==> src/rtl/zx8x_tape_pkg.sv <==
// Shared definitions for the tape fast-load path: copy-engine states,
// ROM LOAD trap addresses, destination offsets and patch return bytes.
// The top level's patch ROM mux imports this package as well.
package zx8x_tape_pkg;

    typedef enum logic [1:0] {
        ST_IDLE  = 2'd0,
        ST_ARMED = 2'd1,
        ST_COPY  = 2'd2,
        ST_DONE  = 2'd3
    } tape_state_e;

    // LOAD entry point (patch base) and first address past the trap window
    localparam logic [15:0] ZX81_TRAP_LO = 16'h0347;
    localparam logic [15:0] ZX81_TRAP_HI = 16'h03C3;
    localparam logic [15:0] ZX80_TRAP_LO = 16'h0207;
    localparam logic [15:0] ZX80_TRAP_HI = 16'h024D;

    // .p images start at $4009 (system variables after the first 9 bytes),
    // .o images at $4000
    localparam logic [13:0] DST_OFS_P = 14'd9;
    localparam logic [13:0] DST_OFS_O = 14'd0;

    // Low byte of the jump the patch uses to leave the wait loop
    localparam logic [7:0] RET_LO_ZX81 = 8'h07;
    localparam logic [7:0] RET_LO_ZX80 = 8'h03;

    function automatic logic [7:0] patch_ret_byte(input logic zx81);
        return zx81 ? RET_LO_ZX81 : RET_LO_ZX80;
    endfunction

endpackage

==> src/rtl/tape_dma_ctrl_if.sv <==
// Memory-side bus of the tape copy engine: CPU write request into the
// arbiter, arbitrated system RAM write port, and the tape buffer read port.
// master = the copy engine, slave = the CPU/RAM/buffer surroundings.
interface tape_dma_ctrl_if;

    logic        cpu_ram_we;
    logic [13:0] cpu_ram_addr;
    logic [7:0]  cpu_ram_din;

    logic        ram_we;
    logic [13:0] ram_addr;
    logic [7:0]  ram_din;

    logic [13:0] buf_addr;
    logic [7:0]  buf_data;

    modport master (
        input  cpu_ram_we, cpu_ram_addr, cpu_ram_din, buf_data,
        output ram_we, ram_addr, ram_din, buf_addr
    );

    modport slave (
        output cpu_ram_we, cpu_ram_addr, cpu_ram_din, buf_data,
        input  ram_we, ram_addr, ram_din, buf_addr
    );

endinterface

==> src/rtl/tape_trap_det.sv <==
// M1 falling-edge detector with LOAD trap compare. trap_hit flags an opcode
// fetch of the model's LOAD entry; window_exit flags an opcode fetch outside
// the patched ROM window. Both are combinational in the fetch cycle.
module tape_trap_det
    import zx8x_tape_pkg::*;
#(
    parameter logic [15:0] TRAP81_LO = ZX81_TRAP_LO,
    parameter logic [15:0] TRAP81_HI = ZX81_TRAP_HI,
    parameter logic [15:0] TRAP80_LO = ZX80_TRAP_LO,
    parameter logic [15:0] TRAP80_HI = ZX80_TRAP_HI
) (
    input  logic        clk_sys,
    input  logic        reset,
    input  logic        zx81,
    input  logic        cpu_m1_n,
    input  logic [15:0] cpu_addr,
    output logic        trap_hit,
    output logic        window_exit
);

    logic        m1_prev_q;
    logic        m1_prev_d;
    logic        m1_fall;
    logic [15:0] win_lo;
    logic [15:0] win_hi;

    // Previous M1 sample; cleared on reset so no edge is seen right after it
    always_comb begin
        m1_prev_d = cpu_m1_n;
    end

    // Register the previous M1 level
    always_ff @(posedge clk_sys) begin
        if (reset) begin
            m1_prev_q <= 1'b0;
        end else begin
            m1_prev_q <= m1_prev_d;
        end
    end

    assign win_lo      = zx81 ? TRAP81_LO : TRAP80_LO;
    assign win_hi      = zx81 ? TRAP81_HI : TRAP80_HI;
    assign m1_fall     = m1_prev_q & ~cpu_m1_n;
    assign trap_hit    = m1_fall & (cpu_addr == win_lo);
    assign window_exit = m1_fall & ((cpu_addr < win_lo) | (cpu_addr >= win_hi));

endmodule

==> src/rtl/tape_dma_ctrl.sv <==
// Tape fast-load sequencer. When the CPU fetches the LOAD entry point, the
// downloaded image is copied from the tape buffer into system RAM while the
// ROM patch keeps the CPU spinning; the patch is switched to its exit opcode
// once the last byte is written. The CPU always wins the shared RAM port.
module tape_dma_ctrl
    import zx8x_tape_pkg::*;
#(
    parameter logic [15:0] TRAP81_LO = ZX81_TRAP_LO,
    parameter logic [15:0] TRAP81_HI = ZX81_TRAP_HI,
    parameter logic [15:0] TRAP80_LO = ZX80_TRAP_LO,
    parameter logic [15:0] TRAP80_HI = ZX80_TRAP_HI,
    parameter logic [13:0] OFS_P     = DST_OFS_P,
    parameter logic [13:0] OFS_O     = DST_OFS_O
) (
    input  logic               clk_sys,
    input  logic               reset,
    input  logic               zx81,
    input  logic               tape_arm,
    input  logic               fmt_p,
    input  logic [13:0]        tape_last,
    input  logic               cpu_m1_n,
    input  logic [15:0]        cpu_addr,
    tape_dma_ctrl_if.master    bus,
    output logic               patch_active,
    output logic               patch_scf,
    output logic [7:0]         patch_ret_lo,
    output logic               tape_ready,
    output logic               busy
);

    tape_state_e state_q, state_d;
    logic [13:0] src_q, src_d;
    logic [13:0] last_q, last_d;
    logic        fmt_p_q, fmt_p_d;
    logic        patch_active_q, patch_active_d;
    logic        patch_scf_q, patch_scf_d;
    logic        dma_we_q, dma_we_d;

    logic        trap_hit;
    logic        window_exit;
    logic        dma_fire;
    logic [13:0] dma_addr;

    tape_trap_det #(
        .TRAP81_LO (TRAP81_LO),
        .TRAP81_HI (TRAP81_HI),
        .TRAP80_LO (TRAP80_LO),
        .TRAP80_HI (TRAP80_HI)
    ) u_trap_det (
        .clk_sys     (clk_sys),
        .reset       (reset),
        .zx81        (zx81),
        .cpu_m1_n    (cpu_m1_n),
        .cpu_addr    (cpu_addr),
        .trap_hit    (trap_hit),
        .window_exit (window_exit)
    );

    // A pending DMA write only completes when the CPU is not using the port
    assign dma_fire = dma_we_q & ~bus.cpu_ram_we;
    // Destination wraps naturally in 14 bits
    assign dma_addr = src_q + (fmt_p_q ? OFS_P : OFS_O);

    // Next state: arming, trap entry, copy progress, window exit
    always_comb begin
        state_d        = state_q;
        src_d          = src_q;
        last_d         = last_q;
        fmt_p_d        = fmt_p_q;
        patch_active_d = patch_active_q;
        patch_scf_d    = patch_scf_q;
        dma_we_d       = dma_we_q;

        if (tape_arm) begin
            // A new image always wins, including over a same-cycle trap
            fmt_p_d  = fmt_p;
            last_d   = tape_last;
            src_d    = '0;
            dma_we_d = 1'b0;
            state_d  = ST_ARMED;
        end else begin
            case (state_q)
                ST_IDLE: begin
                    dma_we_d = 1'b0;
                end
                ST_ARMED, ST_DONE: begin
                    dma_we_d = 1'b0;
                    if (trap_hit) begin
                        src_d          = '0;
                        patch_active_d = 1'b1;
                        patch_scf_d    = 1'b0;
                        state_d        = ST_COPY;
                    end
                end
                ST_COPY: begin
                    // Read of src was issued last cycle; keep a write pending
                    dma_we_d = 1'b1;
                    if (dma_fire) begin
                        src_d = src_q + 14'd1;
                        if (src_q == last_q) begin
                            dma_we_d    = 1'b0;
                            patch_scf_d = 1'b1;
                            state_d     = ST_DONE;
                        end
                    end
                    if (window_exit) begin
                        dma_we_d = 1'b0;
                        state_d  = ST_ARMED;
                    end
                end
                default: begin
                    dma_we_d = 1'b0;
                    state_d  = ST_IDLE;
                end
            endcase
        end

        if (window_exit) begin
            patch_active_d = 1'b0;
        end
    end

    // Control and copy-pointer registers
    always_ff @(posedge clk_sys) begin
        if (reset) begin
            state_q        <= ST_IDLE;
            src_q          <= '0;
            last_q         <= '0;
            fmt_p_q        <= 1'b0;
            patch_active_q <= 1'b0;
            patch_scf_q    <= 1'b0;
            dma_we_q       <= 1'b0;
        end else begin
            state_q        <= state_d;
            src_q          <= src_d;
            last_q         <= last_d;
            fmt_p_q        <= fmt_p_d;
            patch_active_q <= patch_active_d;
            patch_scf_q    <= patch_scf_d;
            dma_we_q       <= dma_we_d;
        end
    end

    // Read one ahead when the current write lands so writes can go
    // back-to-back; on a stall the same byte is re-read and stays on buf_data.
    assign bus.buf_addr = dma_fire ? (src_q + 14'd1) : src_q;

    assign bus.ram_we   = bus.cpu_ram_we | dma_we_q;
    assign bus.ram_addr = bus.cpu_ram_we ? bus.cpu_ram_addr : dma_addr;
    assign bus.ram_din  = bus.cpu_ram_we ? bus.cpu_ram_din  : bus.buf_data;

    assign patch_active = patch_active_q;
    assign patch_scf    = patch_scf_q;
    assign patch_ret_lo = patch_ret_byte(zx81);
    assign tape_ready   = (state_q != ST_IDLE);
    assign busy         = (state_q == ST_COPY);

endmodule
==> src/flat_wrapper.sv <==
// flat-port wrapper written by rule: the top's interface ports become plain ports
module tape_dma_ctrl_flat import zx8x_tape_pkg::*;
#(
    parameter logic [15:0] TRAP81_LO = ZX81_TRAP_LO,
    parameter logic [15:0] TRAP81_HI = ZX81_TRAP_HI,
    parameter logic [15:0] TRAP80_LO = ZX80_TRAP_LO,
    parameter logic [15:0] TRAP80_HI = ZX80_TRAP_HI,
    parameter logic [13:0] OFS_P     = DST_OFS_P,
    parameter logic [13:0] OFS_O     = DST_OFS_O
)
  (clk_sys, reset, zx81, tape_arm, fmt_p, tape_last, cpu_m1_n, cpu_addr, patch_active, patch_scf, patch_ret_lo, tape_ready, busy, bus_cpu_ram_we, bus_cpu_ram_addr, bus_cpu_ram_din, bus_buf_data, bus_ram_we, bus_ram_addr, bus_ram_din, bus_buf_addr);
  tape_dma_ctrl_if bus_i ();
  input  logic clk_sys;
  input  logic reset;
  input  logic zx81;
  input  logic tape_arm;
  input  logic fmt_p;
  input  logic [13:0] tape_last;
  input  logic cpu_m1_n;
  input  logic [15:0] cpu_addr;
  output logic patch_active;
  output logic patch_scf;
  output logic [7:0] patch_ret_lo;
  output logic tape_ready;
  output logic busy;
  input wire logic [$bits(bus_i.cpu_ram_we)-1:0] bus_cpu_ram_we;
  input wire logic [$bits(bus_i.cpu_ram_addr)-1:0] bus_cpu_ram_addr;
  input wire logic [$bits(bus_i.cpu_ram_din)-1:0] bus_cpu_ram_din;
  input wire logic [$bits(bus_i.buf_data)-1:0] bus_buf_data;
  output wire logic [$bits(bus_i.ram_we)-1:0] bus_ram_we;
  output wire logic [$bits(bus_i.ram_addr)-1:0] bus_ram_addr;
  output wire logic [$bits(bus_i.ram_din)-1:0] bus_ram_din;
  output wire logic [$bits(bus_i.buf_addr)-1:0] bus_buf_addr;
  assign bus_i.cpu_ram_we = bus_cpu_ram_we;
  assign bus_i.cpu_ram_addr = bus_cpu_ram_addr;
  assign bus_i.cpu_ram_din = bus_cpu_ram_din;
  assign bus_i.buf_data = bus_buf_data;
  assign bus_ram_we = bus_i.ram_we;
  assign bus_ram_addr = bus_i.ram_addr;
  assign bus_ram_din = bus_i.ram_din;
  assign bus_buf_addr = bus_i.buf_addr;
  tape_dma_ctrl #(.TRAP81_LO(TRAP81_LO), .TRAP81_HI(TRAP81_HI), .TRAP80_LO(TRAP80_LO), .TRAP80_HI(TRAP80_HI), .OFS_P(OFS_P), .OFS_O(OFS_O)) u_core (.clk_sys(clk_sys), .reset(reset), .zx81(zx81), .tape_arm(tape_arm), .fmt_p(fmt_p), .tape_last(tape_last), .cpu_m1_n(cpu_m1_n), .cpu_addr(cpu_addr), .bus(bus_i), .patch_active(patch_active), .patch_scf(patch_scf), .patch_ret_lo(patch_ret_lo), .tape_ready(tape_ready), .busy(busy));
endmodule
==> config.mk <==
export PLATFORM = sky130hd
export DESIGN_NAME = tape_dma_ctrl_flat
export DESIGN_NICKNAME = d
export VERILOG_FILES = /design/src/rtl/zx8x_tape_pkg.sv /design/src/rtl/tape_dma_ctrl_if.sv /design/src/rtl/tape_trap_det.sv /design/src/rtl/tape_dma_ctrl.sv /design/src/flat_wrapper.sv
export SDC_FILE = /design/constraint.sdc
export NUM_CORES = 1
export LEC_CHECK = 0
export ABC_AREA = 0
export BUFFER_PORTS_ARGS = -buffer_cell sky130_fd_sc_hd__buf_4
export CAP_MARGIN = 25
export CORE_AREA = 10 10 119 67
export DETAILED_ROUTE_END_ITERATION = 12
export DIE_AREA = 0 0 129 77
export GPL_TIMING_DRIVEN = 0
export PLACE_DENSITY = 0.76
export SETUP_SLACK_MARGIN = 0.02
export SYNTH_ARGS = -nofsm -noshare
export SYNTH_HDL_FRONTEND = slang
export SYNTH_SLANG_ARGS = --single-unit
==> constraint.sdc <==
create_clock -name clk_sys -period 5 [get_ports clk_sys]
set_input_delay 1 -clock clk_sys [delete_from_list [all_inputs] [get_ports clk_sys]]
set_output_delay 1 -clock clk_sys [all_outputs]
set_load 0.01 [all_outputs]
==> summary.md <==
Setup total negative slack on the finished layout was measured at 0 ps. Leading register cell type out of synthesis: dfxtp_1. Endpoint class of the critical path: an output port. Net total in the final layout: 518.

The worst-case vdd ir drop was 0.149 mV. Summed over all nets, the half-perimeter wirelength after detailed placement is 7350 um. The H-tree was split into 2 levels.

TritonCTS built the clock tree. In the final layout, flip-flops and latches occupy 701 um2. From bottom edge to top edge, the die measures 77 um. The total power was 0.800 mW. The clock network latency to the later pin of the worst-skew pair is 280 ps. The maximum root-to-sink buffer count came out at 2. The post-synthesis sequential area ratio is 0.269.

The flow ran to the end, and the final reports show no timing, DRC or antenna violations. For this design, the CTS-stage hold fixing added 0 buffers. At the pin with the least slew margin, the transition time is 880 ps. The distinct cell type count of the synthesized netlist was 49; the count of final hold-check violations was 0. The count of flip-flops with a built-in enable after synthesis works out to 0. Among all stages on the critical path, the largest delay is contributed by nor4_1. The type of the tightest min-delay check is register to register. The core region area is 0.00591 mm2. The count of buffering cells on the critical path with inverters included is 2. The layout overhead on the synthesized area is 42.2%. The type of origin of the critical path is a primary input. Between clock sinks in the finished design, the worst skew comes to 4.02 ps. The final max-slew violation count was 0; the clock period minus worst slack was 3550 ps.

The run gives 4000 ps as the required arrival time at the worst endpoint. The die covers 0.00993 mm2. The number of antenna violations at the first check in global routing is 0. The minimum hold slack was 504 ps. Dividing the detail-routed wire length by the instance count gives 17.1 um. After synthesis the netlist holds a flip-flop and latch count of 35.

The tools report the initial standard-cell utilization of the core as 0.441. The synthesized instance count came out at 321. In the post-synthesis netlist, the biggest area contributors are dfxtp_1, xnor2_1, mux2i_1.

Fill cells in the final layout number 506. After clock tree synthesis, the clock-pin slew on the worst setup and hold paths is 50 ps. The highest cell delay on the worst timing path is 800 ps. The top cell type's share of synthesized area works out to 0.269. The pre-antenna-repair detailed-routing pass consisted of 4 iterations.

In the final layout, the multi-input gates occupy 0.00173 mm2. The dominant delay contributor by cell family on the critical path was simple AND/OR/NAND/NOR gates. The clock drives 35 sinks. The final worst-path cycle share came out at 0.709. For this block, the initial DRC count from the detailed router was 203. In this run the worst path has a maximum fanout of 5.

Timing analysis after detailed placement gives a worst setup slack of 1500 ps. The run gives 2824 as the via count of the first global-routing pass. The first-pass GRT wire length was 14500 um; the switching share of total power was 0.228. The worst setup path is of the primary input to output port kind.

The tree is rooted in a clkbuf_16. At the end of routability-driven placement, the weighted congestion stood at 0.900. The tools report the number of buffers added by the clock tree synthesis step as 5. In this run the power spent charging and discharging nets is 0.182 mW. Post-route standard cell area excluding fillers: 0.00371 mm2.

A synthesized cell averages 8.12 um2. In the routed layout, each cell is associated on average with a via count of 5.29. Once the clock tree was built, the setup fixing pass inserted 0 buffers.

The tools report the leakage power summed over all cells as 1.68 nW. The tools report the number of I/O pins as 116. Buffers placed on the I/O ports in this run total 108. The tools report the clock power share as 0.454. Setup repair after global routing left no endpoint under its margin. The floorplan has 20 rows.

Total placed instance area: 0.00353 mm2. Setup violations remaining at the end of the flow were counted as 0. The yosys synthesis warning count is 0. The die extent in x is 129 um. The tools report the via total after detailed routing as 2743. The signal on the critical path passes through buf_4 -> nand4b_1 -> nor4_1 -> xor2_1 -> buf_4. Relative slew slack: 0.408. Sequential share of power: 0.368. The run gives 0 as the number of diodes added for antenna fixing. The fraction of layout instances using a drive strength above 1 was 0.351; the post-route DRC violation count was 0. In this run the cell area of the synthesized design comes to 0.00261 mm2.

For the remaining antenna violation count after routing, the log shows 0. The design internal power came out at 0.617 mW. The cell that appears most often on the critical path is buf_4. Static timing analysis puts the maximum clock frequency at 282 MHz. Reported max-cap violation count: 0.

The post-route worst setup slack is 1450 ps. The final routed wirelength across all metal layers is 8900 um, and the async set-or-reset flop fraction in the synthesized netlist is 0. Of all cell types, the one taking the most synthesized area is dfxtp_1. STA puts the critical path data arrival time at 2550 ps. The largest net degree at the start of global routing is 12. The number of gates resized after CTS was 0. For this design the ratio of total power to cell area is 216 mW/mm2. Combinational cell fraction of total power: 0.178. Global routing finished with a remaining overflow of 0.

The run gives 0.176 as the total track usage.
-- per-stage QoR --
stage,cells,util
2_1_floorplan,326,-
3_3_place_gp,511,0.598
3_5_place_dp,511,0.598
4_1_cts,519,0.628
5_1_grt,519,0.628
6_report,519,0.628
-- registers in the layout, summed over array words and instances, names as in the netlist --
register                     cells
u_core.src_q                    14
u_core.fmt_p_q                   1
u_core.patch_scf                 1
u_core.state_q                   2
u_core.dma_we_q                  1
u_core.patch_active              1
u_core.u_trap_det.m1_prev_q      1
u_core.last_q                   14
-- cells in the final DEF, fill, tap and decap left out, types with 3 or more instances in the layout --
cell type / instances
or2_2: 6
conb_1: 7
a31oi_1: 7
ha_1: 10
nor2b_1: 3
nand4_1: 7
a32o_1: 3
nor2_1: 30
buf_4: 118
mux2_2: 11
clkbuf_16: 5
a21oi_1: 9
nor4_1: 3
dfxtp_1: 35
mux2i_1: 15
nand2_1: 28
and2_1: 3
buf_2: 6
a211oi_1: 3
clkbuf_1: 13
o21ai_0: 22
a41oi_1: 3
inv_1: 5
nor3_1: 8
xor2_1: 10
xnor2_1: 28
nand3_1: 11
-- synth_stat cells, drive strengths merged (3+ instances only) --
cell type and n:
dfxtp 35, nor2 31, nand2 28, xnor2 28, o21ai 22, buf 18, mux2i 15, clkbuf 13
mux2 11, nand3 11, xor2 11, ha 10, a21oi 9, nor3 9, a31oi 7, nand4 7
or2 6, inv 5, a211oi 3, a32o 3, a41oi 3, and2 3, nand4b 3, nor2b 3
nor4 3
-- layer usage --
metal,global-route usage,share of wire,up-vias
li1,-,-,1355
met1,0.242,0.47,1272
met2,0.266,0.44,108
met3,0.0535,0.086,8
met4,0.0248,0.0054,0
met5,0,0,-
-- power groups by stage --
stage	Sequential (mW)	Clock [mW]	Combinational [mW]
floorplan	0.298	0	0.0693
global placement	0.300	0	0.138
detailed placement	0.300	0	0.142
CTS	0.294	0.364	0.143
global route	0.295	0.381	0.157
finish	0.294	0.363	0.142
-- kinds of logic after synthesis --
family                   synth area share
AND/OR/NAND/NOR                     0.235
adder cells (fa/ha/maj)            0.0480
buffers and inverters              0.0735
other                             0.00288
flip-flops                          0.269
multiplexers                        0.105
AO/OA/AOI/OAI                       0.133
XOR/XNOR                            0.134
-- worst paths after layout --
path,from,endpoint,slack (ps),cells after the start
worst max-delay path,bus_cpu_ram_we,bus_buf_addr[8],1450,5
worst min-delay path,u_core.patch_active,u_core.patch_active,500,1
worst max register to register,u_core.src_q[1],u_core.src_q[12],2640,6
worst min register to register,u_core.patch_active,u_core.patch_active,500,1
-- layout make-up --
class | count | share of cell area
clock inverters | 2 | 0.00945
inverters | 6 | 0.00608
plain buffers | 31 | 0.0456
clock buffers | 6 | 0.0375
multi-input cells | 254 | 0.468
flip-flops and latches | 35 | 0.189
well taps | 77 | 0.0260
repair buffers | 108 | 0.219
No activity file was read; power rests on OpenSTA's default activity.
